`src/rtl/pipe_adder_pkg.sv`:
```
// Shared types for the sliced pipelined adder: the ARM-style flag word and its bit positions.
package pipe_adder_pkg;

  localparam int FLAGS_W = 4;
  localparam int FLAG_V  = 0;
  localparam int FLAG_C  = 1;
  localparam int FLAG_Z  = 2;
  localparam int FLAG_N  = 3;

  typedef struct packed {
    logic n;
    logic z;
    logic c;
    logic v;
  } flags_t;

  function automatic flags_t arm_flags(input logic n, input logic z, input logic c, input logic v);
    flags_t f;
    f.n = n;
    f.z = z;
    f.c = c;
    f.v = v;
    return f;
  endfunction

endpackage

```
`src/rtl/adder_slice.sv`:
```
// Combinational W-bit adder slice; also reports the carry into its top bit so the
// final slice can derive signed overflow.
module adder_slice
  import pipe_adder_pkg::*;
#(
  parameter int W = 16
) (
  input  logic [W-1:0] a_i,
  input  logic [W-1:0] b_i,
  input  logic         cin_i,
  output logic [W-1:0] sum_o,
  output logic         cout_o,
  output logic         msb_cin_o
);

  logic [W:0] total;

  assign total  = {1'b0, a_i} + {1'b0, b_i} + {{W{1'b0}}, cin_i};
  assign sum_o  = total[W-1:0];
  assign cout_o = total[W];
  // Carry into the MSB falls out of the MSB's own sum bit: s = a ^ b ^ cin.
  assign msb_cin_o = sum_o[W-1] ^ a_i[W-1] ^ b_i[W-1];

endmodule

```
`src/rtl/pipe_adder.sv`:
```
// Pipelined add/subtract: one SLICE-wide addition per stage, carry and not-yet-consumed
// operand bits travel forward; the last stage registers sum together with {N,Z,C,V}.
module pipe_adder
  import pipe_adder_pkg::*;
#(
  parameter int WIDTH  = 64,
  parameter int STAGES = 4
) (
  input  logic             clk,
  input  logic             reset,
  input  logic             in_valid,
  output logic             in_ready,
  input  logic [WIDTH-1:0] a,
  input  logic [WIDTH-1:0] b,
  input  logic             sub,
  output logic             out_valid,
  input  logic             out_ready,
  output logic [WIDTH-1:0] sum,
  output logic [3:0]       flags
);

  localparam int SAFE_STAGES = (STAGES < 1) ? 1 : STAGES;
  localparam int SLICE       = WIDTH / SAFE_STAGES;
  localparam int LAST        = SAFE_STAGES - 1;

  if ((STAGES < 1) || ((WIDTH % SAFE_STAGES) != 0)) begin : g_param_check
    $error("pipe_adder: STAGES must be >= 1 and divide WIDTH");
  end

  logic adv;

  // The whole pipe moves as one: it stalls only when a finished result is not taken.
  assign adv      = !out_valid || out_ready;
  assign in_ready = adv;

  for (genvar gi = 0; gi < SAFE_STAGES; gi++) begin : g_stage
    localparam int LO = gi * SLICE;
    localparam int BW = WIDTH - LO;
    // Mid stages carry {cout, upper b_eff, word}; the last holds {flags, sum}.
    localparam int DW = (gi == LAST) ? WIDTH + FLAGS_W : WIDTH + BW - SLICE + 1;

    logic             valid_in;
    logic             cin;
    logic [WIDTH-1:0] word_in;
    logic [BW-1:0]    b_in;
    logic [SLICE-1:0] slice_sum;
    logic             slice_cout;
    logic             slice_msb_cin;
    logic [WIDTH-1:0] word_d;
    logic [DW-1:0]    data_d;
    logic [DW-1:0]    data_q;
    logic             valid_q;

    // "word" holds finished sum slices below LO and still-unconsumed a bits above.
    if (gi == 0) begin : g_first
      assign valid_in = in_valid;
      assign cin      = sub;
      assign word_in  = a;
      assign b_in     = sub ? ~b : b;
    end else begin : g_next
      assign valid_in = g_stage[gi-1].valid_q;
      assign word_in  = g_stage[gi-1].data_q[WIDTH-1:0];
      assign b_in     = g_stage[gi-1].data_q[WIDTH+BW-1:WIDTH];
      assign cin      = g_stage[gi-1].data_q[WIDTH+BW];
    end

    adder_slice #(
      .W(SLICE)
    ) u_slice (
      .a_i      (word_in[LO +: SLICE]),
      .b_i      (b_in[SLICE-1:0]),
      .cin_i    (cin),
      .sum_o    (slice_sum),
      .cout_o   (slice_cout),
      .msb_cin_o(slice_msb_cin)
    );

    always_comb begin
      word_d              = word_in;
      word_d[LO +: SLICE] = slice_sum;
    end

    if (gi == LAST) begin : g_last
      flags_t flags_d;

      assign flags_d = arm_flags(word_d[WIDTH-1], (word_d == '0), slice_cout,
                                 slice_msb_cin ^ slice_cout);
      assign data_d  = {flags_d, word_d};
    end else begin : g_mid
      logic msb_cin_unused;

      assign msb_cin_unused = slice_msb_cin;
      assign data_d         = {slice_cout, b_in[BW-1:SLICE], word_d};
    end

    always_ff @(posedge clk) begin
      if (reset) begin
        valid_q <= 1'b0;
        data_q  <= '0;
      end else if (adv) begin
        valid_q <= valid_in;
        data_q  <= data_d;
      end
    end
  end

  flags_t last_flags;

  assign last_flags    = g_stage[LAST].data_q[WIDTH +: FLAGS_W];
  assign out_valid     = g_stage[LAST].valid_q;
  assign sum           = g_stage[LAST].data_q[WIDTH-1:0];
  assign flags[FLAG_N] = last_flags.n;
  assign flags[FLAG_Z] = last_flags.z;
  assign flags[FLAG_C] = last_flags.c;
  assign flags[FLAG_V] = last_flags.v;

endmodule

```
`config.mk`:
```
export PLATFORM = sky130hd
export DESIGN_NAME = pipe_adder
export DESIGN_NICKNAME = d
export VERILOG_FILES = /design/src/rtl/pipe_adder_pkg.sv /design/src/rtl/adder_slice.sv /design/src/rtl/pipe_adder.sv
export SDC_FILE = /design/constraint.sdc
export NUM_CORES = 1
export LEC_CHECK = 0
export CAP_MARGIN = 10
export CORE_ASPECT_RATIO = 2
export CORE_UTILIZATION = 40
export CTS_CLUSTER_DIAMETER = 30
export CTS_CLUSTER_SIZE = 25
export DETAILED_ROUTE_END_ITERATION = 10
export PLACE_DENSITY_LB_ADDON = 0.1
export REMOVE_ABC_BUFFERS = 1
export SYNTH_ARGS = -nofsm -noshare
export SYNTH_HDL_FRONTEND = slang
export SYNTH_SLANG_ARGS = --single-unit
```
`constraint.sdc`:
```
create_clock -name clk -period 10.95 [get_ports clk]
set_input_delay 1.095 -clock clk [delete_from_list [all_inputs] [get_ports clk]]
set_output_delay 1.095 -clock clk [all_outputs]
set_load 0.005 [all_outputs]
```
Word-level counts from Yosys, hierarchy flattened
Cells that the tools add are included.
- eq/ne operators: 0
- muxes and demuxes: 1
- multipliers: 0
- shift-type cells: 0
- bitwise gates (word level): 4
- reductions and logical operators: 3
- div/mod/pow operators: 0
- add/subtract/negate cells: 8
- order comparisons: 0
- operators with widths (operator ; number):
    16-bit by 16-bit adder with 17-bit output ; 4
    17-bit by 1-bit adder with 17-bit output ; 4
    64-bit logical NOT ; 1
    64-bit two-way mux ; 1
    64-bit inverter ; 1
    1-bit XOR ; 3
    1-bit logical NOT ; 1
    1-bit logical OR ; 1
- latch bits: 0
- flip-flop bits (word level): 363
- memories kept: 0
- output and inout bits: 70
- logic and storage cells: 24
- input bits: 133
- ROM bits: 0
- memory bits (writable): 0

Longest topological paths before layout
Gate-level depths: netlist of run 1.
- depth after elaboration: 5
- depth in mapped cells: 13
- depth with buffers taken out: 12

Modules after synthesis
From an unflattened synthesis of run 1, not the netlist that was laid out.
- cell total of the unflattened synthesis: 2012
- area total of the unflattened synthesis: 16683.5 µm²
- by module, submodules not included (module ; seq. area each (µm²) ; times used ; cells an instance ; area an instance (µm²)):
    pipe_adder ; 7247.0 ; 1 ; 1617 ; 13568.0
    adder_slice (g_stage[0].u_slice ...) ; 0.0 ; 3 ; 94 ; 752.0
    adder_slice (g_stage[3].u_slice) ; 0.0 ; 1 ; 113 ; 859.6

Worst setup path before layout of run 1
OpenSTA, ideal clock, no wires.
- path kind: input-to-reg
- from: input port sub
- to: register g_stage[0].data_q[14]
- path buffers: 3
- stages: 11
- data required time: 10.828 ns
- arrival time: 4.215 ns
- setup slack: 6.613 ns
- setup time: 0.122 ns
- cell sequence: clkbuf_1 > clkbuf_1 > buf_1 > xor2_1 > ha_1 > o41a_1 > a41o_1 > o41ai_4 > o21ai_2 > nor4b_1 > a311o_1
- longest elaborated chain between the ends: 3
- RTL lines (item ; line ; text):
    start, declared ; pipe_adder.sv:15 ; input logic sub,
    64-bit two-way mux ; pipe_adder.sv:59 ; assign b_in = sub ? ~b : b;
    16-bit by 16-bit adder with 17-bit output ; adder_slice.sv:18 ; assign total = {1'b0, a_i} + {1'b0, b_i} + {{W{1'b0}}, cin_i};
    17-bit by 1-bit adder with 17-bit output * ; adder_slice.sv:18 ;
    end signal, assigned ; pipe_adder.sv:102 ; data_q <= data_d;
    end, declared ; pipe_adder.sv:51 ; logic [DW-1:0] data_q;
Every way passes the cells marked *; elsewhere a longest branch is shown, timed or not.
A chain may end at the register's enable or synchronous reset.

Worst setup path after layout of run 1
- from: input port out_ready
- to: output port in_ready
- longest elaborated chain between the ends: 1
- RTL lines (item ; line ; text):
    start, declared ; pipe_adder.sv:17 ; input logic out_ready,
    1-bit logical OR ; pipe_adder.sv:33 ; assign adv = !out_valid || out_ready;
    end, declared ; pipe_adder.sv:12 ; output logic in_ready,
No other way between the ends.

==> flow_metrics.env, run 1 <==
export IMPL_start_util=0.4074
export IMPL_grt_pass1_vias=13264
export IMPL_cts_max_level=2
export IMPL_syn_area_mm2=0.01586
export IMPL_numPortBuffers=202
export IMPL_postCtsSetupRepairBufs=0
export IMPL_whs_ns=0.4428
export IMPL_wl_per_cell_um=15.30
export IMPL_slew_viol_final=0
export IMPL_fmax_mhz=261.3
export IMPL_routed_wl_um=41060
export IMPL_synth_ff_type="dfxtp_1"
export IMPL_grt_usage=0.2022
export IMPL_nets=2318
export IMPL_nFillCells=3826
export IMPL_antenna_found_initial=1
export IMPL_fin_cells=2683
export IMPL_synth_area_leaders="dfxtp_1, nand2_1, a21oi_1"
export IMPL_synth_mux_area_frac=0.002604
export IMPL_synth_xor_area_share=0.05965
export IMPL_synth_commonest_cells="nand2_1, dfxtp_1, a21oi_1"
export IMPL_placed_area_mm2=0.01815
export IMPL_grt_max_degree=170
export IMPL_synth_compound_area_share=0.1849
export IMPL_cp_start_kind="primary input"
export IMPL_synth_area_leader_cell="dfxtp_1"
export IMPL_cp_max_fo=90
export IMPL_synth_edf_count=0
export IMPL_stdcell_area_mm2=0.02012
export IMPL_postSynthRegisterBits=362
export IMPL_outcome="complete, no violations"
export IMPL_cp_end_kind="output port"
export IMPL_grt_setup_unrepaired="false"
export IMPL_cts_max_path_buffers=3
export IMPL_hpwl_um=27760
export IMPL_avgSynthCellArea_um2=8.009
export IMPL_arrival_ns=2.73
export IMPL_hold_path_class="flip-flop to flip-flop"
export IMPL_p_leak_uw=0.007868
export IMPL_drive_above_1_share=0.06337
export IMPL_cts_root_buf="clkbuf_16"
export IMPL_ios=203
export IMPL_gp_congestion=0.8600
export IMPL_yosysWarnings=0
export IMPL_hold_viol=0
export IMPL_cp_required_ns=9.86
export IMPL_fin_worst_skew_ns=0.01896
export IMPL_synth_seq_area_share=0.4570
export IMPL_yosysUniqueCellTypes=72
export IMPL_cap_violations=0
export IMPL_slew_headroom=0.2691
export IMPL_synthAdderAreaFrac=0.05618
export IMPL_powerDensity_mw_per_mm2=184.3
export IMPL_placed_cells=2582
export IMPL_ctsResizeCount=0
export IMPL_drcViolationCount=0
export IMPL_post_synth_top_count_cell="nand2_1"
export IMPL_rows=102
export IMPL_crit_type="primary input to output port"
export IMPL_overflow=0
export IMPL_firstDrtPassIters=4
export IMPL_vias=13523
export IMPL_fin_crit_sh=0.3495
export IMPL_coreArea_mm2=0.03892
export IMPL_setup_viol=0
export IMPL_irDropWorstVdd_mv=0.1068
export IMPL_hold_buffers=0
export IMPL_grt_pass1_wl_um=65520
export IMPL_synth_top_area_share=0.4570
export IMPL_die_x_um=142.8
export IMPL_die_h_um=283.6
export IMPL_drt_iter0_markers=555
export IMPL_die_area_mm2=0.04049
export IMPL_clock_sink_count=362
export IMPL_tightest_slew_ns=1.092
export IMPL_avgViaCountPerCell=5.040
export IMPL_async_flop_share=0
export IMPL_final_util=0.5169
export IMPL_yosys_area_share_simple=0.2036
export IMPL_ant_nets=0
export IMPL_clock_latency_ns=0.57
export IMPL_cts_tree="yes"
export IMPL_synth_top_family_by_area="simple AND/OR/NAND/NOR gates"
export IMPL_numCtsBuffers=54
export IMPL_synthCells=1980
export IMPL_fin_crit_ns=3.827
export IMPL_clkTransAtPathRegs_ns=0.06
export IMPL_syn2layout_area_growth_pct=26.87
## flip-flops by register name (all words and copies together), names as in the netlist
| signal | cells |
|---|---|
| out_valid | 1 |
| g_stage.valid_q | 3 |
| g_stage.data_q | 358 |
## worst max-delay path, stage by stage
cell             delay, ns
clkdlybuf4s50_1       0.50
nor2b_4               0.07
inv_8                 0.34
clkdlybuf4s50_1       0.70
## layer usage
metal | global-route usage | share of wire | vias up
li1 | - | - | 6947
met1 | 0.2180 | 0.40 | 6250
met2 | 0.3789 | 0.53 | 241
met3 | 0.02734 | 0.030 | 85
met4 | 0.09651 | 0.042 | 0
met5 | 0 | 0 | -
## final timing paths
| kind | startpoint | endpoint | slack, ns | cells past startpoint |
|---|---|---|---|---|
| max | out_ready | in_ready | 7.12 | 4 |
| min reg2reg | g_stage[1].data_q[8]$_SDFFE_PP0P_ | g_stage[2].data_q[8]$_SDFFE_PP0P_ | 0.44 | 2 |
| max reg2reg | g_stage[2].data_q[48]$_SDFFE_PP0P_ | g_stage[3].data_q[66]$_SDFFE_PP0P_ | 7.42 | 10 |
| min | g_stage[1].data_q[8]$_SDFFE_PP0P_ | g_stage[2].data_q[8]$_SDFFE_PP0P_ | 0.44 | 2 |
## cells by family after synthesis
kind of cell	after synthesis
DFF	362
buffers and inverters	151
xor gates and xnor gates	108
muxes	4
and+or+nand+nor	799
AOI/OAI and AO/OA	489
adders and majority gates	67
## stage by stage
| step | setup WS [ns] | setup TNS [ns] | power, uW |
|---|---|---|---|
| detailed placement | 6.559 | 0 | 1889 |
| global placement | 6.583 | 0 | 1882 |
| finish | 7.123 | 0 | 3708 |
| global route | 6.909 | 0 | 3857 |
| CTS | 7.021 | 0 | 3755 |
| floorplan | -14.11 | -4602.89 | 1711 |
## cells in the final DEF, fill, tap and decap left out, types with 3 or more instances in the layout
| cell type | instances |
|---|---|
| a2111oi_0 | 4 |
| a211oi_1 | 60 |
| a211oi_2 | 3 |
| a21o_1 | 11 |
| a21oi_1 | 321 |
| a21oi_2 | 4 |
| a22o_1 | 4 |
| and2_1 | 7 |
| and3_1 | 6 |
| buf_4 | 12 |
| bufinv_16 | 8 |
| clkbuf_16 | 55 |
| clkbuf_8 | 9 |
| clkdlybuf4s50_1 | 200 |
| clkinv_2 | 4 |
| clkinv_4 | 5 |
| dfxtp_1 | 362 |
| fa_1 | 7 |
| ha_1 | 60 |
| inv_1 | 18 |
| inv_6 | 11 |
| inv_8 | 5 |
| mux2i_1 | 3 |
| nand2_1 | 589 |
| nand2b_1 | 8 |
| nand3_1 | 17 |
| nand4_1 | 8 |
| nor2_1 | 110 |
| nor3_1 | 22 |
| nor4_1 | 12 |
| nor4b_1 | 3 |
| o2111ai_1 | 3 |
| o21a_1 | 8 |
| o21ai_0 | 28 |
| o21ai_1 | 6 |
| o21bai_1 | 3 |
| or3_1 | 3 |
| xnor2_1 | 84 |
| xor2_1 | 24 |
## layout make-up
class,count,area (um^2),area share
Multi-Input combinational cell,1467,8045,0.3999
Sequential cell,362,7247,0.3602
Timing Repair Buffer,214,2127,0.1057
Clock buffer,66,1508,0.07494
Tap cell,520,650.6,0.03234
Clock inverter,34,460.4,0.02289
Inverter,19,78.83,0.003918
Antenna cell,1,2.502,0.0001244
## where the power goes
part / switching [uW] / total (uW) / internal [uW] / leakage, uW
clock: 668 / 1850 / 1180 / 0.000968
combinational: 202 / 395 / 193 / 0.00392
sequential: 52.4 / 1460 / 1410 / 0.00298
total: 922 / 3710 / 2790 / 0.00787
Power figures use the tool's default switching activity.
==> inputs of run 2 (changes only) <==
Clock period 10.95 ns to 3.4 ns, I/O delays scaled along.
==> run 2 against run 1 <==
Net effect:
- critical endpoint is now g_stage[3].data_q[66]$_SDFFE_PP0P_
- design area is 0.23% higher
- wire length is 0.95% higher
- setup slack worse by 6.9 ns
- global-route usage is 0.52 points higher
- non-clock buffer count is 12 higher
- critical path depth is 6 higher
- highest routed layer unchanged
==> flow_metrics.env, run 2 (synthesized netlist as in run 1, its figures left out) <==
export IMPL_use_met1=0.2291
export IMPL_irDropWorstVdd_mv=0.3585
export IMPL_grt_pass1_vias=13380
export IMPL_start_util=0.4074
export IMPL_fin_crit_ns=3.146
export IMPL_slew_viol_final=0
export IMPL_grt_pass1_wl_um=67310
export IMPL_overflow=0
export IMPL_drcViolationCount=0
export IMPL_fmax_mhz=317.8
export IMPL_hold_viol=0
export IMPL_met3_usage=0.02531
export IMPL_syn2layout_area_growth_pct=27.17
export IMPL_path_cells="fa_1, fa_1, a211oi_2, o21ai_1, a31oi_2, o21ai_1, xnor2_1, nand2_1, or4_1, o41ai_2"
export IMPL_cp_required_ns=3.86
export IMPL_power_uw=11670
export IMPL_ant_nets=0
export IMPL_vias=13513
export IMPL_seqCellArea_mm2=0.007247
export IMPL_coreArea_mm2=0.03892
export IMPL_reg2reg_slack_ns=0.25
export IMPL_hold_start="reset"
export IMPL_whs_path_depth=2
export IMPL_timing_rr_start="g_stage[2].data_q[48]$_SDFFE_PP0P_"
export IMPL_multi_input_area_mm2=0.008070
export IMPL_ios=203
export IMPL_grt_max_degree=179
export IMPL_crit_type="flip-flop to flip-flop"
export IMPL_max_stage_delay_ns=0.54
export IMPL_nFillCells=3875
export IMPL_avgViaCountPerCell=5.025
export IMPL_grt_busiest_layer="met2"
export IMPL_postCtsSetupRepairBufs=0
export IMPL_cts_root_buf="clkbuf_16"
export IMPL_gp_congestion=0.8349
export IMPL_clock_sink_count=362
export IMPL_clock_latency_ns=0.56
export IMPL_fin_worst_skew_ns=0.01487
export IMPL_powerDensity_mw_per_mm2=578.8
export IMPL_worstRegToRegCells=10
export IMPL_final_util=0.5181
export IMPL_use_met2=0.3865
export IMPL_drive_above_1_share=0.06596
export IMPL_outcome="complete, no violations"
export IMPL_cts_max_path_buffers=3
export IMPL_clkTransAtPathRegs_ns=0.06
export IMPL_hpwl_um=27880
export IMPL_largest_reg_flops=358
export IMPL_die_x_um=142.8
export IMPL_final_cell_mix="nand2_1, dfxtp_1, a21oi_1, clkdlybuf4s50_1, nor2_1"
export IMPL_hold_buffers=0
export IMPL_numCtsBuffers=50
export IMPL_hold_path_class="primary input to flip-flop"
export IMPL_placed_cells=2594
export IMPL_die_h_um=283.6
export IMPL_layout_commonest_cell="nand2_1"
export IMPL_tightest_slew_ns=0.8728
export IMPL_setup_viol=0
export IMPL_die_area_mm2=0.04049
export IMPL_grt_usage=0.2074
export IMPL_ctsResizeCount=0
export IMPL_p_leak_uw=0.007866
export IMPL_cts_tree="yes"
export IMPL_fin_tns_setup_ns=0
export IMPL_cts_max_level=2
export IMPL_nets=2326
export IMPL_numPortBuffers=202
export IMPL_whs_ns=0.1917
export IMPL_grt_setup_unrepaired="false"
export IMPL_fin_crit_sh=0.9254
export IMPL_cap_violations=0
export IMPL_antenna_found_initial=1
export IMPL_drt_iter0_markers=480
export IMPL_firstDrtPassIters=5
export IMPL_worstHoldEndpoint="g_stage[1].data_q[72]$_SDFFE_PP0P_"
export IMPL_cp_start_kind="flip-flop"
export IMPL_cp_end_kind="flip-flop"
export IMPL_arrival_ns=3.61
export IMPL_slew_headroom=0.4182
export IMPL_rows=102
export IMPL_r2r_end="g_stage[3].data_q[66]$_SDFFE_PP0P_"
export IMPL_wl_per_cell_um=15.41
export IMPL_largest_register="g_stage.data_q"
export IMPL_cp_max_fo=3
export IMPL_fin_cells=2689
export IMPL_routed_wl_um=41450
export IMPL_slowest_stage="or4_1"
[run 2: cell types whose count changed in the layout (fill, tap and decap cells not counted), sizes merged]
cell / before / now
buf: 14 / 26
inv: 34 / 29
clkbuf: 66 / 60
clkinv: 9 / 10
clkinvlp: 2 / 6
[run 2: layout make-up]
class	instances	share of cell area
diodes	1	0.0001241
clock buffers	60	0.06856
clock inverters	34	0.02314
inverters	19	0.003909
multi-input cells	1467	0.4002
flip-flops and latches	362	0.3594
well taps	520	0.03226
repair buffers	226	0.1124
[run 2: per-layer routing]
layer	vias to the layer above	wire [um]
li1	6961	-
met3	76	1340
met2	244	21750
met5	-	0
met1	6232	16700
met4	0	1664
[run 2: worst max path at each step]
| stage | start | endpoint | slack (ns) | cells past startpoint |
|---|---|---|---|---|
| after detailed placement | b[0] | g_stage[0].data_q[112]$_SDFFE_PP0P_ | -0.16 | 11 |
| after global routing | g_stage[2].data_q[48]$_SDFFE_PP0P_ | g_stage[3].data_q[66]$_SDFFE_PP0P_ | 0.01 | 10 |
| after floorplan | out_ready | g_stage[2].data_q[45]$_SDFFE_PP0P_ | -20.41 | 5 |
| final | g_stage[2].data_q[48]$_SDFFE_PP0P_ | g_stage[3].data_q[66]$_SDFFE_PP0P_ | 0.25 | 10 |
| after CTS | g_stage[2].data_q[48]$_SDFFE_PP0P_ | g_stage[3].data_q[66]$_SDFFE_PP0P_ | 0.01 | 10 |
| after global placement | b[0] | g_stage[0].data_q[112]$_SDFFE_PP0P_ | -0.11 | 11 |
[run 2: power by group]
part           internal (uW)  switching (uW)
Clock                   3570            2090
Sequential              4530             170
Combinational            645             659
[run 2: worst max-delay path, delay by kind of cell (launching register included)]
family	cells	cell delay [ns]
AND/OR/NAND/NOR	2	0.61
flip-flops	1	0.33
adder cells (fa/ha/maj)	2	0.96
XOR/XNOR	1	0.20
AO/OA/AOI/OAI	5	0.96
[run 2: per-stage QoR]
| stage | area, um^2 | setup slack (ns) |
|---|---|---|
| 2_1_floorplan | 15360 | -20.41 |
| 3_3_place_gp | 18290 | -0.1101 |
| 3_5_place_dp | 18290 | -0.1568 |
| 4_1_cts | 20140 | 0.01466 |
| 5_1_grt | 20170 | 0.01004 |
| 6_report | 20170 | 0.2537 |
==> inputs of run 3 (changes only) <==
Settings changed: SLEW_MARGIN from default to 5.
Clock period 3.4 ns to 3.15 ns, I/O delays scaled along.
==> run 3 against run 2 <==
Net effect:
- combinational power grew 10%
- final cell count rose by 0.86%
- flip-flop and latch count did not move
- non-clock buffer count is 17 higher
- via count grew 1.2%
- hold slack got worse by 0.025 ns
- wire length down 0.16%
- register-to-register slack worse by 0.19 ns
- count of clock-buffer cells in the layout increased by 4
- setup slack worse by 0.19 ns
- highest routed layer unchanged
- global-route usage shrank 0.33 points
==> flow_metrics.env, run 3 (synthesized netlist as in run 1, its figures left out) <==
export IMPL_cts_root_buf="clkbuf_16"
export IMPL_coreArea_mm2=0.03892
export IMPL_numCtsBuffers=53
export IMPL_avgViaCountPerCell=5.041
export IMPL_placed_cells=2610
export IMPL_fin_tns_setup_ns=0
export IMPL_die_h_um=283.6
export IMPL_largest_reg_flops=358
export IMPL_largest_register="g_stage.data_q"
export IMPL_crit_type="flip-flop to flip-flop"
export IMPL_hpwl_um=28130
export IMPL_fin_crit_sh=0.9812
export IMPL_clock_sink_count=362
export IMPL_placed_area_mm2=0.01841
export IMPL_rows=102
export IMPL_fmax_mhz=323.5
export IMPL_cap_violations=0
export IMPL_drcViolationCount=0
export IMPL_clkTransAtPathRegs_ns=0.06
export IMPL_clock_latency_ns=0.57
export IMPL_syn2layout_area_growth_pct=28.53
export IMPL_whs_path_depth=2
export IMPL_numPortBuffers=202
export IMPL_nFillCells=3790
export IMPL_grt_max_degree=131
export IMPL_slew_headroom=0.4410
export IMPL_outcome="complete, no violations"
export IMPL_seqCellArea_mm2=0.007248
export IMPL_drt_iter0_markers=544
export IMPL_overflow=0
export IMPL_cts_max_level=2
export IMPL_hold_buffers=0
export IMPL_multi_input_area_mm2=0.008085
export IMPL_fin_ws_ns=0.05922
export IMPL_arrival_ns=3.57
export IMPL_fin_worst_skew_ns=0.02066
export IMPL_die_x_um=142.8
export IMPL_antenna_found_initial=0
export IMPL_nets=2346
export IMPL_cp_max_fo=3
export IMPL_wl_per_cell_um=15.26
export IMPL_cp_end_kind="flip-flop"
export IMPL_cts_max_path_buffers=3
export IMPL_die_area_mm2=0.04049
export IMPL_fin_cells=2712
export IMPL_slew_viol_final=0
export IMPL_grt_usage=0.2042
export IMPL_cp_start_kind="flip-flop"
export IMPL_tightest_slew_ns=0.8386
export IMPL_final_cell_mix="nand2_1, dfxtp_1, a21oi_1, clkdlybuf4s50_1, nor2_1"
export IMPL_powerDensity_mw_per_mm2=627.7
export IMPL_hold_path_class="primary input to flip-flop"
export IMPL_cts_tree="yes"
export IMPL_worstRegToRegCells=10
export IMPL_power_uw=12790
export IMPL_setup_viol=0
export IMPL_irDropWorstVdd_mv=0.5001
export IMPL_fin_crit_ns=3.091
export IMPL_firstDrtPassIters=5
export IMPL_gp_congestion=0.8484
export IMPL_grt_pass1_wl_um=66190
export IMPL_grt_setup_unrepaired="true"
export IMPL_hold_viol=0
export IMPL_place_ws_ns=-0.4121
export IMPL_p_leak_uw=0.007999
export IMPL_ant_nets=0
export IMPL_routed_wl_um=41380
export IMPL_start_util=0.4074
export IMPL_layout_commonest_cell="nand2_1"
export IMPL_cp_required_ns=3.63
export IMPL_stdcell_area_mm2=0.02038
export IMPL_vias=13671
export IMPL_grt_pass1_vias=13319
export IMPL_drive_above_1_share=0.07850
export IMPL_ios=203
## run 3: cell count changes in the layout (fill, tap and decap cells not counted), moves of 2 or more
cell,delta
buf_4,+17
clkinv_2,+5
clkinv_4,-4
inv_6,+4
clkbuf_8,+3
clkbuf_16,+2
clkinv_8,-2
fa_1,-2
fa_2,+2
## run 3: area by class of cell
type / instances / share of cell area
Timing Repair Buffer: 243 / 0.1175
Multi-Input combinational cell: 1467 / 0.3967
Inverter: 19 / 0.003867
Tap cell: 520 / 0.03192
Clock inverter: 36 / 0.02216
Antenna cell: 1 / 0.0001228
Sequential cell: 362 / 0.3556
Clock buffer: 64 / 0.07213
## run 3: metrics by stage
step             util  hold slack, ns
6_report       0.5236          0.1668
5_1_grt        0.5236          0.1656
4_1_cts        0.5225          0.1401
3_5_place_dp   0.4729          0.4442
3_3_place_gp   0.4729          0.4385
2_1_floorplan       -          0.3796
## run 3: report_power, final
part / internal [uW] / switching, uW / leakage (uW) / total, uW
clock: 4030 / 2260 / 0.000939 / 6290
sequential: 4900 / 186 / 0.00298 / 5080
combinational: 714 / 714 / 0.00408 / 1430
total: 9640 / 3160 / 0.00800 / 12800
## run 3: per-layer routing
layer	vias to the layer above	GRT usage	wire length, um	share of wire
met4	0	0.08038	1335	0.032
met3	73	0.02717	1446	0.035
met5	-	0	0	0
met1	6318	0.2248	16560	0.40
li1	7018	-	-	-
met2	262	0.3853	22040	0.53
## run 3: timing repair
action | CTS | global route
pin swaps | 1 | 6
resized for setup | 3 | 6
gates cloned | 0 | 0
setup endpoints to repair | 1 | 2
setup buffers | 0 | 1
## run 3: worst paths after layout
path	from	to	slack, ns
worst max register to register	g_stage[2].data_q[48]$_SDFFE_PP0P_	g_stage[3].data_q[66]$_SDFFE_PP0P_	0.06
worst max-delay path	g_stage[2].data_q[48]$_SDFFE_PP0P_	g_stage[3].data_q[66]$_SDFFE_PP0P_	0.06
worst min-delay path	reset	g_stage[2].data_q[80]$_SDFFE_PP0P_	0.17
worst min register to register	g_stage[0].data_q[10]$_SDFFE_PP0P_	g_stage[1].data_q[10]$_SDFFE_PP0P_	0.44
## run 3: worst max-delay path, stage by stage, from the launching register on
cell      delay, ns
dfxtp_2        0.33
fa_2           0.42
fa_1           0.47
a211oi_2       0.29
o21ai_1        0.15
a31oi_2        0.24
o21ai_1        0.11
xnor2_1        0.20
nand2_1        0.07
or4_1          0.53
o41ai_2        0.19
